### src/rtl/ram_arbiter.sv
// Round-robin arbiter/sequencer that shares one single-port synchronous RAM
// between two requesters and returns read data with a one-cycle ack pulse.
module ram_arbiter #(
   parameter int ADDR_W = 10,
   parameter int DATA_W = 32
) (
   input  logic              clk,
   input  logic              gen_reset,
   input  logic              req0,
   input  logic              req1,
   input  logic              we0,
   input  logic              we1,
   input  logic [ADDR_W-1:0] addr0,
   input  logic [ADDR_W-1:0] addr1,
   input  logic [DATA_W-1:0] wdata0,
   input  logic [DATA_W-1:0] wdata1,
   output logic              ack0,
   output logic              ack1,
   output logic [DATA_W-1:0] rdata0,
   output logic [DATA_W-1:0] rdata1,
   output logic              busy,
   output logic              grant,
   output logic              ram_write_enable,
   output logic              ram_read_enable,
   output logic [ADDR_W-1:0] ram_adress,
   output logic [DATA_W-1:0] ram_data_in,
   input  logic [DATA_W-1:0] ram_data_out,
   output logic [1:0]        o_dbg_state
);

   // Handshake: a requester raises reqN with weN/addrN/wdataN and holds them
   // until ackN pulses; reqN still high in the cycle after ackN is a new request.

   typedef enum logic [1:0] {
      S_IDLE    = 2'd0,
      S_ISSUE   = 2'd1,
      S_WAIT_RD = 2'd2,
      S_ACK     = 2'd3
   } state_t;

   state_t              r_state;
   state_t              w_next;
   logic                r_grant;
   logic                r_last_grant;
   logic                r_we;
   logic [ADDR_W-1:0]   r_addr;
   logic [DATA_W-1:0]   r_wdata;
   logic [DATA_W-1:0]   r_rdata0;
   logic [DATA_W-1:0]   r_rdata1;
   logic                w_win;
   logic                w_start;

   // On a tie the port not served last wins; a lone requester always wins.
   assign w_win   = (req0 & req1) ? ~r_last_grant : req1;
   assign w_start = (r_state == S_IDLE) & (req0 | req1);

   always_comb begin
      w_next = r_state;
      case (r_state)
         S_IDLE:    if (req0 | req1) w_next = S_ISSUE;
         S_ISSUE:   w_next = r_we ? S_ACK : S_WAIT_RD;
         S_WAIT_RD: w_next = S_ACK;
         S_ACK:     w_next = S_IDLE;
         default:   w_next = S_IDLE;
      endcase
   end

   always_ff @(posedge clk) begin
      if (gen_reset) begin
         r_state      <= S_IDLE;
         r_grant      <= 1'b0;
         r_last_grant <= 1'b1;
         r_we         <= 1'b0;
         r_addr       <= '0;
         r_wdata      <= '0;
         r_rdata0     <= '0;
         r_rdata1     <= '0;
      end else begin
         r_state <= w_next;
         if (w_start) begin
            r_grant      <= w_win;
            r_last_grant <= w_win;
            r_we         <= w_win ? we1 : we0;
            r_addr       <= w_win ? addr1 : addr0;
            r_wdata      <= w_win ? wdata1 : wdata0;
         end
         // RAM output is valid during the cycle after the read strobe.
         if (r_state == S_WAIT_RD) begin
            if (r_grant) r_rdata1 <= ram_data_out;
            else         r_rdata0 <= ram_data_out;
         end
      end
   end

   assign ram_write_enable = (r_state == S_ISSUE) &  r_we;
   assign ram_read_enable  = (r_state == S_ISSUE) & ~r_we;
   assign ram_adress       = r_addr;
   assign ram_data_in      = r_wdata;

   assign ack0        = (r_state == S_ACK) & ~r_grant;
   assign ack1        = (r_state == S_ACK) &  r_grant;
   assign rdata0      = r_rdata0;
   assign rdata1      = r_rdata1;
   assign busy        = (r_state != S_IDLE);
   assign grant       = r_grant;
   assign o_dbg_state = r_state;

endmodule

### config.mk
export PLATFORM = sky130hd
export DESIGN_NAME = ram_arbiter
export DESIGN_NICKNAME = d
export VERILOG_FILES = /design/src/rtl/ram_arbiter.sv
export SDC_FILE = /design/constraint.sdc
export NUM_CORES = 1
export LEC_CHECK = 0
export CAP_MARGIN = 5
export CORE_MARGIN = 2
export CORE_UTILIZATION = 36
export CTS_CLUSTER_DIAMETER = 80
export DETAILED_ROUTE_END_ITERATION = 8
export PLACE_DENSITY = 0.87
export SYNTH_ARGS = -nofsm -noshare
export SYNTH_HDL_FRONTEND = slang
export SYNTH_SLANG_ARGS = --single-unit
### constraint.sdc
create_clock -name clk -period 1.5 [get_ports clk]
set_clock_uncertainty 0.15 [all_clocks]
set_input_delay 0.225 -clock clk [delete_from_list [all_inputs] [get_ports clk]]
set_output_delay 0.225 -clock clk [all_outputs]
set_load 0.02 [all_outputs]
==> flow_metrics.tcl <==
set metrics [dict create \
    fin_crit_sh_pct 112 \
    dp_hpwl_microns 10400 \
    crit_type "flip-flop to flip-flop" \
    firstDrtPassIters 5 \
    yosys.area_share.adder_pct 1.39 \
    crit_family "buffers and inverters" \
    powerDensity_mw_per_mm2 1660 \
    critPathMaxFanout 8 \
    ys_dominant_reg_cell "dfxtp_1" \
    power_frac_clock_pct 16.2 \
    overflow 0 \
    slew_viol_final 0 \
    violations "negative setup slack" \
    yosysWarnings 0 \
    worstMarginPinSlew_ns 0.364 \
    grt_usage_pct 23.7 \
    antenna_found_initial 0 \
    grtUsageMet3_pct 9.52 \
    ant_nets 0 \
    cts.sinks 111 \
    worst_slack_ns -0.181 \
    cts_htree_levels 3 \
    diodes 0 \
    holdCritPathClass "input port to flip-flop" \
    power_switching_w 0.00633 \
    cp-start-kind "flip-flop" \
    synth_top_family_by_area "compound AO/OA/AOI/OAI gates" \
    cp_num_buf_inv 4 \
    worstPathRequired_ns 1.63 \
    critPathCaptureType "flip-flop" \
    first_global_vias 4862 \
    async_reset_ff_share_pct 0 \
    placed_cells 940 \
    rows 40 \
    wl_per_cell_microns 20.4 \
    ys_ff_latch 111 \
    final_core_util_pct 74.2 \
    vias 5143 \
    cts_tree "built" \
    synthSimpleGateAreaFrac_pct 19.4 \
    synthCells 552 \
    area_growth_pct 98.9 \
    critPathSlowestCell "dfxtp_4" \
    numPortBuffers 235 \
    syn_nets 679 \
    root_buffer "clkbuf_16" \
    die_area_sq_mm 0.0135 \
    drcViolationCount 0 \
    synth_xor_area_share_pct 0 \
    cts_buffer_depth 2 \
    final_common_cell "clkdlybuf4s50_1" \
    core_sq_mm 0.0121 \
    rsz0062_at_grt "true" \
    drive_above_1_share_pct 43.3 \
    grt_util_met2_pct 42.4 \
    final_nets 934 \
    cap_violations 0 \
    cts-buffers-inserted 9 \
    finalSetupViolCount 114 \
    drt_iter0_markers 298 \
    swShare_pct 42.3 \
    finalCriticalPeriod_ns 1.68 \
    layout.cells.most_common_list "clkdlybuf4s50_1, dfxtp_1, nand2_1, dlygate4sd2_1, a21oi_2" \
    synthMuxAreaShare_pct 0.222 \
    vias_per_cell 5.25 \
    routed_wl_microns 20000 \
    final_cells 980 \
    synth_area_sq_mm 0.00452 \
    postLayoutCellArea_sq_mm 0.00899 \
    crit_chain "inv_4 > buf_6 > ha_4 > buf_6 > nand2b_4 > buf_12 > nand2_1 > a21oi_2" \
    seqPwrFrac_pct 28.2 \
    busiest_layer "met2" \
    postPlaceCellArea_sq_mm 0.00737 \
    slew_headroom_pct 75.8 \
    fill_cells 761 \
    fp.dieH_microns 116 \
    p_leak_nw 3.86 \
    synth.avg_cell_area_sq_um 8.18 \
    crit_top_cell "buf_6" \
    routabilityCongestion 0.825 \
    die_w_microns 116 \
    power.combinational.fraction_pct 55.6 \
    grt_start_max_net_pins 56 \
    ys_seq_area_share_pct 49.2 \
    clk_latency_ns 0.35 \
    grt_first_pass_wirelength_microns 24700 \
    hold_violations 0 \
    intPower_w 0.00862 \
    clkTransAtPathRegs_ns 0.08 \
    synth_compound_area_share_pct 25.0 \
    start_util_pct 37.3 \
    ctsHoldBuffers 0 \
    crit_arrival_ns 1.81 \
    grtUsageMet1_pct 25.1 \
    fmax_mhz 595 \
    irDropWorstVdd_mv 0.771 \
    status "finished with violations" \
    boundaryPins 236 \
    ys_types 26 \
    synth-edff-count 0 \
    hold_slack_ns 0.0902 \
    crit_path_max_incr_delay_ns 0.40 \
]
layer usage:
| layer | routed length (microns) | part of all wire, % |
|---|---|---|
| met1 | 7160 | 36 |
| met2 | 10300 | 51 |
| met3 | 1860 | 9.3 |
| met4 | 731 | 3.6 |
| met5 | 0 | 0 |
repair_timing:
item                                    4_1_cts  5_1_grt
setup buffers                                 8        5
gates resized for setup                     219      219
gates cloned                                  8        7
endpoints found under the setup margin      221      116
pin swaps                                    50      118
worst paths after layout:
kind                  startpoint         to  cells after the start  slack [ns]
setup / recovery  o_dbg_state[0]  rdata0[5]                      8       -0.18
hold / removal         gen_reset      grant                      2        0.09
setup reg to reg  o_dbg_state[0]  rdata0[5]                      8       -0.18
hold reg to reg        rdata1[7]  rdata1[7]                      2        0.30
cell families (layout without fill, tap and decap cells):
group                    Yosys count  count (layout)
adder cells (fa/ha/maj)            5               5
flip-flops                       111             111
buffers and inverters             49             309
AND/OR/NAND/NOR                  227             227
AO/OA/AOI/OAI                    159             159
multiplexers                       1               1
area by class of cell:
type	instances	area [sq um]	share of cell area, %
Tap cell	168	210	2.34
Clock buffer	9	225	2.51
Inverter	3	16.3	0.181
Clock inverter	7	63.8	0.710
Timing Repair Buffer	290	3070	34.2
Multi-Input combinational cell	392	3170	35.2
Sequential cell	111	2230	24.8
metrics by stage:
stage	power (W)	worst slack (ns)	TNS, ns
2_1_floorplan	0.00789	-0.0579	-1.53
3_3_place_gp	0.0104	-0.387	-17.95
3_5_place_dp	0.0105	-0.411	-20.45
4_1_cts	0.0137	-0.163	-5.04
5_1_grt	0.0156	-0.223	-15.03
6_report	0.0150	-0.181	-8.94
synthesized netlist by cell type, drive strengths merged, types with 2 or more instances:
library cell,instances,area [sq um]
a211oi,43,518
a21oi,108,541
and2,3,18.8
buf,21,105
clkbuf,25,96.3
dfxtp,111,2220
ha,5,62.6
inv,3,11.3
nand2,172,646
nor2,45,169
nor2b,3,18.8
o21ai,2,13.8
flip-flops by register name (all words and copies together), names as in the netlist:
signal	cells
r_last_grant	1
o_dbg_state	2
grant	1
ram_adress	10
rdata1	32
rdata0	32
r_we	1
ram_data_in	32
power groups by stage:
| stage | logic (W) | registers, W | clock network (W) |
|---|---|---|---|
| after floorplan | 0.00291 | 0.00497 | 0 |
| after global placement | 0.00620 | 0.00418 | 0 |
| after detailed placement | 0.00634 | 0.00419 | 0 |
| after CTS | 0.00716 | 0.00412 | 0.00243 |
| after global routing | 0.00872 | 0.00429 | 0.00257 |
| final | 0.00831 | 0.00422 | 0.00242 |
No activity file was read; power rests on OpenSTA's default activity.
==> RTL change (same settings) <==
Set the parameter `DATA_W` to 64 (it was 32).
--- a/src/rtl/ram_arbiter.sv
+++ b/src/rtl/ram_arbiter.sv
@@ -2,7 +2,7 @@
 // between two requesters and returns read data with a one-cycle ack pulse.
 module ram_arbiter #(
    parameter int ADDR_W = 10,
-   parameter int DATA_W = 32
+   parameter int DATA_W = 64
 ) (
    input  logic              clk,
    input  logic              gen_reset,
Ports: changed (6 resized); port bits go from 236 to 428. The function was not compared with the original's and may differ.
==> RTL change against the unedited design <==
- the run still ends with negative setup slack left
- worst setup slack lost 0.069 ns
- power grew 78%
- routed wire length grew 100%
- first-iteration DRC count grew 64%
- synthesized area grew 74%
- synthesized cell count grew 82%
- die area grew 71%
- sequential power grew 81%
- sequential cell count grew 96
- critical path depth shrank 1
- maximum frequency shrank 3.9%
- clock power grew 130%
- cell area grew 73%
- critical path type unchanged
==> RTL change: results (changes against the unedited design) <==
Outcome
  – Outcome: finished with violations (unchanged)
  – Violated checks: negative setup slack (unchanged)

Placement
  – Place WS: -0.5184 ns (was -0.4109 ns)
  – Port Buf Inserts: 427 (was 235)
  – GPL Wtd Cong: 0.8692 (was 0.8245)
  – Detail Placement HPWL: 21090 um (was 10360 um)

Yosys
  – Seq/Total Area, Yosys: 0.5283 (was 0.4920)
  – Avg Inst Size Synth: 7.813 um2 (was 8.183 um2)
  – Commonest cells in the netlist: nand2_1, dfxtp_1, a21oi_1 (unchanged)
  – Top cells by area, synth: dfxtp_1, nand2_1, a21oi_1, a211oi_1, nor2_1 (was dfxtp_1, nand2_1, a21oi_1, a211oi_2, nor2_1)
  – Syn nets: 1227 (was 679)

Critical path
  – R2R cell count: 7 (was 8)
  – Critical-path maximum fanout: 14 (was 8)
  – RR Endpoint: ram_data_in[46]$_SDFFE_PP0P_ (was rdata0[5]$_SDFFE_PP0P_)
  – Critical Path Max Stage Delay: 0.37 ns (was 0.40 ns)
  – CP top delay family: compound AO/OA/AOI/OAI gates (was buffers and inverters)

Final layout
  – Filler cells: 1384 (was 761)
  – Final nets: 1693 (was 934)

GRT
  – Met2 usage: 0.5238 (was 0.4238)
  – Initial antenna violation count: 5 (was 0)
  – Largest net degree at the start of global routing: 65 (was 56)
  – Vias in the first global route: 9494 (was 4862)
  – M1 GR Usage: 0.3127 (was 0.2511)

Route
  – Via count: 9891 (was 5143)
  – Router iterations before antenna repair: 4 (was 5)
  – DRT iter0 DRCs: 488 (was 298)
  – Mean routed wirelength per cell: 22.82 um (was 20.44 um)
  – Via-to-Cell Ratio: 5.591 (was 5.248)
  – DR WL met3: 4326 um (was 1858 um)
  – Met2 WL: 19620 um (was 10280 um)
  – Wire length on met1: 13240 um (was 7160 um)

Min path
  – Hold Crit Depth: 3 (was 2)
  – Hold Crit Start: wdata0[20] (was gen_reset)
  – Hold Crit Endpoint: ram_data_in[20]$_SDFFE_PP0P_ (was grant$_SDFFE_PP0P_)

Clock tree
  – Max clock buf depth: 3 (was 2)
  – Clock transition at the registers of the reported paths: 0.06 ns (was 0.08 ns)
  – Htree depth: 1 (was 3)
  – Skew-Pair Late Insertion Delay: 0.50 ns (was 0.35 ns)

STA
  – Setup TNS Final: -33.02 ns (was -8.938 ns)
  – Setup violators final: 254 (was 114)
  – Final worst setup slack: -0.2503 ns (was -0.1814 ns)
  – Worst rel slew slack: 0.7264 (was 0.7575)

Power
  – Leak pwr: 6.109 nW (was 3.862 nW)
## RTL change: changes by cell type in the layout (fill, tap and decap cells not counted), sizes merged, moves of 96 or more
cell           before  now
a21oi             108  204
nand2             172  332
clkdlybuf4s50     119  216
dlygate4sd2        97    0
buf                54  160
clkdlybuf4s15       9  139
dfxtp             111  207
## RTL change: how the worst max path moves through the flow
stage	startpoint	to	slack, ns	cells after the start
2_1_floorplan	o_dbg_state[0]$_SDFFE_PP0P_	ram_data_in[0]$_SDFFE_PP0P_	-0.03	7
3_3_place_gp	req0	ram_data_in[44]$_SDFFE_PP0P_	-0.45	5
3_5_place_dp	req0	ram_data_in[21]$_SDFFE_PP0P_	-0.52	5
4_1_cts	o_dbg_state[1]$_SDFFE_PP0P_	ram_write_enable	-0.25	4
5_1_grt	o_dbg_state[0]$_SDFFE_PP0P_	ack0	-0.30	3
6_report	o_dbg_state[0]$_SDFFE_PP0P_	ram_data_in[46]$_SDFFE_PP0P_	-0.25	7
## RTL change: kinds of logic (layout without fill, tap and decap cells)
| kind of cell | after synthesis | after routing | synth area share |
|---|---|---|---|
| buffers and inverters | 85 | 563 | 0.04881 |
| multiplexers | 1 | 1 | 0.001276 |
| adder cells (fa/ha/maj) | 5 | 5 | 0.007976 |
| AO/OA/AOI/OAI | 287 | 287 | 0.2098 |
| AND/OR/NAND/NOR | 419 | 420 | 0.2039 |
| other | 0 | 6 | 0 |
| flip-flops | 207 | 207 | 0.5283 |
## RTL change: power by group
| group | switching [mW] | internal [mW] |
|---|---|---|
| Sequential | 0.861 | 6.76 |
| Combinational | 7.33 | 5.96 |
| Clock | 2.30 | 3.36 |
## RTL change: what timing repair did
action	CTS	global route
hold endpoints to repair	20	0
pin swaps	56	139
endpoints found under the setup margin	415	336
buffers inserted	34	17
resized for setup	851	286
cloned	26	7
hold buffers	1	0
## RTL change: worst reg2reg max path: cells and delay by family (launching register included)
| family | cells | cell delay [ns] |
|---|---|---|
| AO/OA/AOI/OAI | 2 | 0.52 |
| buffers and inverters | 3 | 0.39 |
| flip-flops | 1 | 0.37 |
| adder cells (fa/ha/maj) | 1 | 0.15 |
| AND/OR/NAND/NOR | 1 | 0.06 |
## RTL change: cell type report
cell class | instances | area [um2] | area share
Antenna cell | 6 | 15.01 | 0.0009656
Clock buffer | 34 | 698.2 | 0.04490
Clock inverter | 3 | 40.04 | 0.002575
Inverter | 3 | 18.77 | 0.001207
Multi-Input combinational cell | 713 | 4629 | 0.2977
Sequential cell | 207 | 4154 | 0.2671
Tap cell | 280 | 350.3 | 0.02253
Timing Repair Buffer | 523 | 5644 | 0.3630
